### src/rtl/loader_pkg.sv
// Shared types and constants for the program loader: controller state encoding,
// instruction addressing step and default parameter values.
package loader_pkg;

    typedef enum logic [2:0] {
        ST_IDLE,
        ST_LOAD,
        ST_RELEASE,
        ST_RUN,
        ST_ERR
    } loader_state_t;

    // Each instruction occupies two bytes of instruction memory.
    localparam int ADDR_STEP = 2;

    localparam int DEFAULT_ADDR_WIDTH     = 8;
    localparam int DEFAULT_INS_WIDTH      = 16;
    localparam int DEFAULT_RELEASE_CYCLES = 2;

    // Bits needed to hold values 0..max_val, never less than one.
    function automatic int cnt_width(input int max_val);
        return (max_val < 2) ? 1 : $clog2(max_val + 1);
    endfunction

endpackage

### src/rtl/release_timer.sv
// Loadable down-counter that flags its final counting cycle; holds the core
// in reset for a fixed number of cycles after the last instruction write.
module release_timer #(
    parameter int WIDTH = 2
) (
    input  logic             clk_i,
    input  logic             rst_i,
    input  logic             load_i,
    input  logic [WIDTH-1:0] load_val_i,
    output logic             expired_o
);

    logic [WIDTH-1:0] count_q;
    logic [WIDTH-1:0] count_d;

    always_comb begin
        count_d = count_q;
        if (load_i) begin
            count_d = load_val_i;
        end else if (count_q != '0) begin
            count_d = count_q - WIDTH'(1);
        end
    end

    // NOTE: sequential state uses non-blocking assignments so every register
    // samples the pre-edge values; the reset here is synchronous, inside the edge.
    always_ff @(posedge clk_i) begin
        if (rst_i) begin
            count_q <= '0;
        end else begin
            count_q <= count_d;
        end
    end

    assign expired_o = (count_q == WIDTH'(1));

endmodule

### src/rtl/program_loader.sv
// Boot/reload controller: streams instruction words into instruction memory at
// consecutive even addresses while holding the core in reset, then releases it.
module program_loader
    import loader_pkg::*;
#(
    parameter int ADDR_WIDTH     = DEFAULT_ADDR_WIDTH,
    parameter int INS_WIDTH      = DEFAULT_INS_WIDTH,
    parameter int RELEASE_CYCLES = DEFAULT_RELEASE_CYCLES
) (
    input  logic                  clka,
    input  logic                  reset,
    input  logic                  start,
    input  logic                  in_valid,
    input  logic [INS_WIDTH-1:0]  in_data,
    input  logic                  in_last,
    output logic                  in_ready,
    output logic                  imem_we,
    output logic [ADDR_WIDTH-1:0] imem_addr,
    output logic [INS_WIDTH-1:0]  imem_wdata,
    output logic                  cpu_reset,
    output logic                  busy,
    output logic                  done,
    output logic                  err_overflow,
    output logic [ADDR_WIDTH-1:0] words_loaded
);

    localparam int PTR_W = ADDR_WIDTH - 1;
    localparam int CNT_W = cnt_width(RELEASE_CYCLES);

    loader_state_t         state_q, state_d;
    logic [PTR_W-1:0]      ptr_q, ptr_d;
    logic [ADDR_WIDTH-1:0] words_q, words_d;
    logic                  we_q, we_d;
    logic [ADDR_WIDTH-1:0] addr_q, addr_d;
    logic [INS_WIDTH-1:0]  wdata_q, wdata_d;
    logic                  err_q, err_d;
    logic                  timer_load;
    logic                  timer_expired;

    release_timer #(
        .WIDTH (CNT_W)
    ) u_release_timer (
        .clk_i      (clka),
        .rst_i      (reset),
        .load_i     (timer_load),
        .load_val_i (CNT_W'(RELEASE_CYCLES)),
        .expired_o  (timer_expired)
    );

    // NOTE: every signal written here gets a default first, so no path
    // through the case statement can leave a latch behind.
    always_comb begin
        state_d    = state_q;
        ptr_d      = ptr_q;
        words_d    = words_q;
        we_d       = 1'b0;
        addr_d     = addr_q;
        wdata_d    = wdata_q;
        err_d      = err_q;
        timer_load = 1'b0;

        case (state_q)
            ST_IDLE, ST_RUN, ST_ERR: begin
                if (start) begin
                    state_d = ST_LOAD;
                    ptr_d   = '0;
                    words_d = '0;
                    err_d   = 1'b0;
                end
            end
            ST_LOAD: begin
                if (in_valid) begin
                    we_d    = 1'b1;
                    addr_d  = ADDR_WIDTH'(ptr_q) * ADDR_WIDTH'(ADDR_STEP);
                    wdata_d = in_data;
                    words_d = words_q + ADDR_WIDTH'(1);
                    if (in_last) begin
                        state_d    = ST_RELEASE;
                        timer_load = 1'b1;
                        ptr_d      = ptr_q + PTR_W'(1);
                    end else if (ptr_q == '1) begin
                        // Final slot written without a terminator: the pointer
                        // is held rather than wrapped.
                        state_d = ST_ERR;
                        err_d   = 1'b1;
                    end else begin
                        ptr_d = ptr_q + PTR_W'(1);
                    end
                end
            end
            ST_RELEASE: begin
                if (timer_expired) begin
                    state_d = ST_RUN;
                end
            end
            default: begin
                state_d = ST_IDLE;
            end
        endcase
    end

    always_ff @(posedge clka) begin
        if (reset) begin
            state_q <= ST_IDLE;
            ptr_q   <= '0;
            words_q <= '0;
            we_q    <= 1'b0;
            addr_q  <= '0;
            wdata_q <= '0;
            err_q   <= 1'b0;
        end else begin
            state_q <= state_d;
            ptr_q   <= ptr_d;
            words_q <= words_d;
            we_q    <= we_d;
            addr_q  <= addr_d;
            wdata_q <= wdata_d;
            err_q   <= err_d;
        end
    end

    assign in_ready     = (state_q == ST_LOAD);
    assign busy         = (state_q == ST_LOAD) || (state_q == ST_RELEASE);
    assign done         = (state_q == ST_RUN);
    assign cpu_reset    = (state_q != ST_RUN);
    assign imem_we      = we_q;
    assign imem_addr    = addr_q;
    assign imem_wdata   = wdata_q;
    assign err_overflow = err_q;
    assign words_loaded = words_q;

endmodule

### config.mk
export PLATFORM = sky130hd
export DESIGN_NAME = program_loader
export DESIGN_NICKNAME = d
export VERILOG_FILES = /design/src/rtl/loader_pkg.sv /design/src/rtl/release_timer.sv /design/src/rtl/program_loader.sv
export SDC_FILE = /design/constraint.sdc
export NUM_CORES = 1
export LEC_CHECK = 0
export CORE_UTILIZATION = 42
export CTS_BUF_LIST = sky130_fd_sc_hd__clkbuf_16
export DETAILED_ROUTE_END_ITERATION = 16
export GPL_TIMING_DRIVEN = 0
export PLACE_DENSITY = 0.75
export SLEW_MARGIN = 20
export SYNTH_ARGS = -nofsm -noshare
export SYNTH_HDL_FRONTEND = slang
export SYNTH_SLANG_ARGS = --single-unit
### constraint.sdc
create_clock -name clka -period 1.8 [get_ports clka]
set_input_delay 0.36 -clock clka [delete_from_list [all_inputs] [get_ports clka]]
set_output_delay 0.36 -clock clka [all_outputs]
set_load 0.005 [all_outputs]
# Yosys cells after proc, flatten, opt, wreduce, memory -nomap -nowiden
# Index checks and enable logic that the tools add are counted.
# W data, S select, Z words.
[op_classes]
bitwise_logic = 1
add_sub_neg = 3
eq_ne = 14
reduce_logical = 13
muxes = 25
[op_table]
columns = ["operator", "n"]
rows = [
  ["$mux W7", 4],
  ["$mux W8", 2],
  ["$pmux W8 S2", 1],
  ["$mux W3", 5],
  ["$pmux W7 S2", 1],
  ["$pmux W3 S3", 1],
  ["$add A8 B1 Y8 const B", 1],
  ["$mux W1", 8],
  ["$ne A2 B2 Y1 const B", 4],
  ["$reduce_and A4 Y1", 2],
  ["$add A7 B1 Y7 const B", 1],
  ["$eq A7 B7 Y1 const B", 1],
  ["$eq A3 B2 Y1 const B", 2],
  ["$ne A3 B2 Y1 const B", 2],
  ["$reduce_bool A2 Y1", 3],
  ["$reduce_and A5 Y1", 1],
  ["$mux W2", 2],
  ["$reduce_or A2 Y1", 2],
  ["$eq A3 B1 Y1 const B", 1],
  ["$eq A3 B3 Y1 const B", 1],
  ["$logic_not A3 Y1", 1],
  ["$ne A3 B3 Y1 const B", 1],
  ["$reduce_and A3 Y1", 1],
  ["$reduce_or A3 Y1", 1],
  ["other kinds (7)", 7],
]
[word_totals]
regBits = 45
out_inout_bits = 38

# Depth between registers and ports, before layout
[depth]
word_depth = 5
depth_mapped = 7

# Cells and area by module
# Synthesis repeated with hierarchy kept, for this count alone.
[unflattened]
hier_cells = 248
hier_area_um2 = 2024.4
[by_module_without_submodules]
columns = ["mod", "cells_each", "seq_area_each_um2", "n_inst", "area_each_um2"]
rows = [
  ["program_loader", 234, 860.8, 1, 1893.1],
  ["release_timer", 14, 40.0, 1, 131.4],
]

# Worst setup path before layout
# Ideal clock, no wire load.
[synth_path]
path_kind = "flip-flop to flip-flop"
startpoint = "reg ptr_q[0]"
endpoint = "reg ptr_q[4]"
setup_slack_ns = 0.120
n_path_buf = 1
arrival_time_ns = 1.610
stages_incl_launch_ff = 7
cell_sequence = "dfxtp_1 ha_1 and4_1 buf_6 and3_4 or4_1 a21oi_1"
[synth_via]
elab_chain_len = 5
elab_cells_between_ends = 8
[synth_lines]
columns = ["element", "line_no", "rtl"]
rows = [
  ["from (decl)", "program_loader.sv:31", "logic [PTR_W-1:0] ptr_q, ptr_d;"],
  ["from (signal assigned)", "program_loader.sv:113", "ptr_q <= ptr_d;"],
  ["$add A7 B1 Y7", "program_loader.sv:80, program_loader.sv:87", ""],
  ["$mux W7", "program_loader.sv:81", "end else if (ptr_q == '1) begin"],
  ["$mux W7", "program_loader.sv:77", "if (in_last) begin"],
  ["$mux W7", "program_loader.sv:72", "if (in_valid) begin"],
  ["$pmux W7 S2", "program_loader.sv:62", "case (state_q)"],
]
# Several ways; a longest one is shown, not always the timed one. The select of a mux whose other input is x is not followed.
# A chain may end at the register's enable or synchronous reset.

# Worst setup path in the final report
# Ends and elaborated chain as after synthesis.

==> results by group <==
CTS
  – CTS tree: done
  – Post-CTS Hold Buffers: 0
  – CTS max path bufs: 2
  – Clk_lat worst skew: roughly 0.28 ns
  – CTS HTree Levels: 2
  – Num Clock Sinks: between 40 and 50
  – CTS clock-pin slew for the worst setup and hold paths: about 0.06 ns
  – Num CTS Buffers: 5
  – Root buf cell: clkbuf_16

Yosys
  – YS warnings: 0
  – Top post-synthesis cells by count: nand2_1 (53), dfxtp_1 (45), a21oi_1 (39)
  – Most frequent cell after synthesis: nand2_1
  – Avg Inst Size Synth: a little over 8 um^2
  – Sequential element share of the synthesized area: 0.4607
  – Most area-hungry cell type in the Yosys netlist: dfxtp_1
  – Post-Synth Simple-Gate Area: 0.2578
  – Synthesized flop and latch total: 45
  – Post-synth top area share: 0.4607
  – Adder-cell share of the synthesized area: 0.01280
  – Syn Nets: 260
  – Xor and xnor area share after synthesis: 0.004479
  – Post-synthesis async set-or-reset flop share: 0
  – Synth Area in Compound Gates: 0.1894
  – Largest family of logic cells by synthesized area: simple AND/OR/NAND/NOR gates
  – Top cells by area, synth: dfxtp_1 (46%), nand2_1 (10%), a21oi_1 (10%)
  – Mapped cell area: between 0.0015 and 0.002 mm^2
  – Cells after Synth: between 200 and 250
  – Post-synth EDFFs: 0
  – Top_reg_cell synth: dfxtp_1
  – Post-synthesis mux area share: 0.007678
  – Unique masters post-synth: 42

Timing
  – Fin. max-slew vios: 0
  – Final Hold Vio Count: 0
  – Final min period: approximately 1.7 ns
  – Final setup viols: 0
  – Final Skew: approximately 0.0045 ns
  – F_max: around 570 MHz
  – Crit share post-route: 0.9702
  – Hold_ws: about 0.45 ns
  – RSZ-0062 raised after global routing: false
  – Setup TNS: 0 ns

Placement
  – IO buf count: 57
  – Area after DPL: between 0.002 and 0.003 mm^2
  – Routability Congestion: 0.8106
  – Placed Cells incl. Taps: around 350
  – Dpl hpwl: 3009 um

Run status
  – Status: finished clean

Finish
  – Fin cells: roughly 360
  – Post-route cell area: roughly 0.0028 mm^2
  – Reg area: roughly 900 um^2
  – Fillers: approximately 380
  – Diode count: 0
  – Area Growth Syn to Fin: 42.87%
  – Multi-input gate area: a little over 900 um^2
  – Nets: 330
  – Ratio of cells with drive above 1 in the final layout: 0.1042

Floorplan
  – Num rows: 24
  – DIE WIDTH: 70.24 um
  – Die Span Y: roughly 70 um
  – Core area: approximately 0.0044 mm^2
  – Initial Utilization: 0.4430
  – Die ar.: between 0.004 and 0.005 mm^2
  – Top Ports: 59

Drt
  – DR WL/cell: roughly 12 um
  – Drt total wl: 4335 um
  – Total vias in the final route: approximately 1900
  – Antenna-violating nets left: 0
  – Pre-antenna DRT Iters: 5
  – Vias per cell: approximately 5.2
  – Iteration-0 DRC Markers: between 100 and 150
  – Drt drc: 0

Setup path
  – CP Class: reg2reg
  – Worst Setup End Kind: flop
  – CP arrival: around 2 ns
  – Max FO, Critical Path: 7
  – Crit path launch type: flop
  – CP Data Required Time: 2.01 ns

Global routing
  – Pin count of the biggest net entering global routing: 13
  – Vias in the first global route: roughly 1700
  – Initial antenna violation count: 0
  – GRT overflow: 0
  – First-pass GRT wire length: between 7000 and 8000 um
  – Global Route Usage Sum: 0.1926

Power and ir drop
  – Net Sw Frac: 0.2241
  – Pwr Density: 773.4 mW/mm^2
  – Max rail drop VDD: about 0.60 mV
  – Combinational share of power: 0.140
  – NetSw: 0.4843 mW
  – Internal: around 1.7 mW
  – Tot Pwr: between 2 and 2.5 mW
  – Sequential Power Share: 0.480
  – Clk pwr share: 0.380
  – Leak Pwr: approximately 1.0 nW

Worst hold path
  – Hold Crit Class: reg2reg

Flow run
  – Max Cap Viol: 0
-- power groups by stage --
stage / Sequential [mW] / Clock [mW] / Combinational, mW
6_report: 1.04 / 0.822 / 0.302
5_1_grt: 1.04 / 0.884 / 0.335
4_1_cts: 1.04 / 0.846 / 0.299
3_5_place_dp: 1.06 / 0 / 0.293
3_3_place_gp: 1.06 / 0 / 0.290
2_1_floorplan: 1.06 / 0 / 0.154
-- routing by layer --
metal,share of wire,global-route usage,vias to the layer above
li1,-,-,964
met1,0.47,0.2430,852
met2,0.46,0.3249,50
met3,0.057,0.04329,5
met4,0.010,0.06000,0
met5,0,0,-
-- critical path, cell delays in order (launching register included) --
cell     delay, ns
dfxtp_1       0.34
ha_2          0.21
and4_1        0.22
buf_6         0.13
and3_4        0.17
or4_1         0.46
a21oi_1       0.14
-- metrics by stage --
stage	setup slack, ns	util
after floorplan	0.1199	-
after global placement	-0.2550	0.5870
after detailed placement	-0.2619	0.5870
after CTS	0.002289	0.6264
after global routing	0.007768	0.6329
final	0.05361	0.6329
-- flip-flops by register name (all words and copies together) (netlist names) --
name,flops
state_q,3
imem_we,1
err_overflow,1
ptr_q,7
imem_addr,7
imem_wdata,16
words_loaded,8
u_release_timer.count_q,2
-- what timing repair did --
action	4_1_cts	5_1_grt
pin swaps	2	0
gates cloned	0	1
resized for setup	4	12
setup endpoints to repair	3	16
buffers inserted	5	0
-- layout make-up --
cell class,count,share of cell area
Buffer,18,0.04613
Clock buffer,5,0.04478
Clock inverter,2,0.002687
Inverter,4,0.005374
Multi-Input combinational cell,170,0.3327
Sequential cell,45,0.3229
Tap cell,52,0.02329
Timing Repair Buffer,63,0.2221
-- final timing paths --
path                                endpoint  cells after the start          from  slack, ns
worst max-delay path                ptr_q[4]                      6      ptr_q[0]       0.05
worst min-delay path            imem_addr[1]                      2  imem_addr[1]       0.45
worst max register to register      ptr_q[4]                      6      ptr_q[0]       0.05
worst min register to register  imem_addr[1]                      2  imem_addr[1]       0.45
-- cells by family (layout without fill, tap and decap cells) --
group / count (synthesis) / count (layout)
multiplexers: 1 / 1
adder cells (fa/ha/maj): 2 / 2
AND/OR/NAND/NOR: 101 / 101
XOR/XNOR: 1 / 1
flip-flops: 45 / 45
buffers and inverters: 22 / 92
AO/OA/AOI/OAI: 64 / 64
other: 1 / 1
-- cells in the final DEF, fill, tap and decap left out, types with 3 or more instances in the layout --
master           Yosys  layout
nor2_1               9       9
clkbuf_1             6       4
and3_1               3       3
nand3_1              7       7
a21oi_1             39      39
dlymetal6s2s_1       0       4
buf_6                3       6
clkbuf_16            0       5
nand2_1             53      53
nor3_1               3       3
or4_1                4       4
or3_1                5       5
buf_4                5       8
a31oi_1              5       5
o31ai_1              3       3
o21ai_0              9       9
dfxtp_1             45      44
clkdlybuf4s50_1      0      51
inv_1                4       5
buf_2                3       3
(Power assumes the default switching activity.)
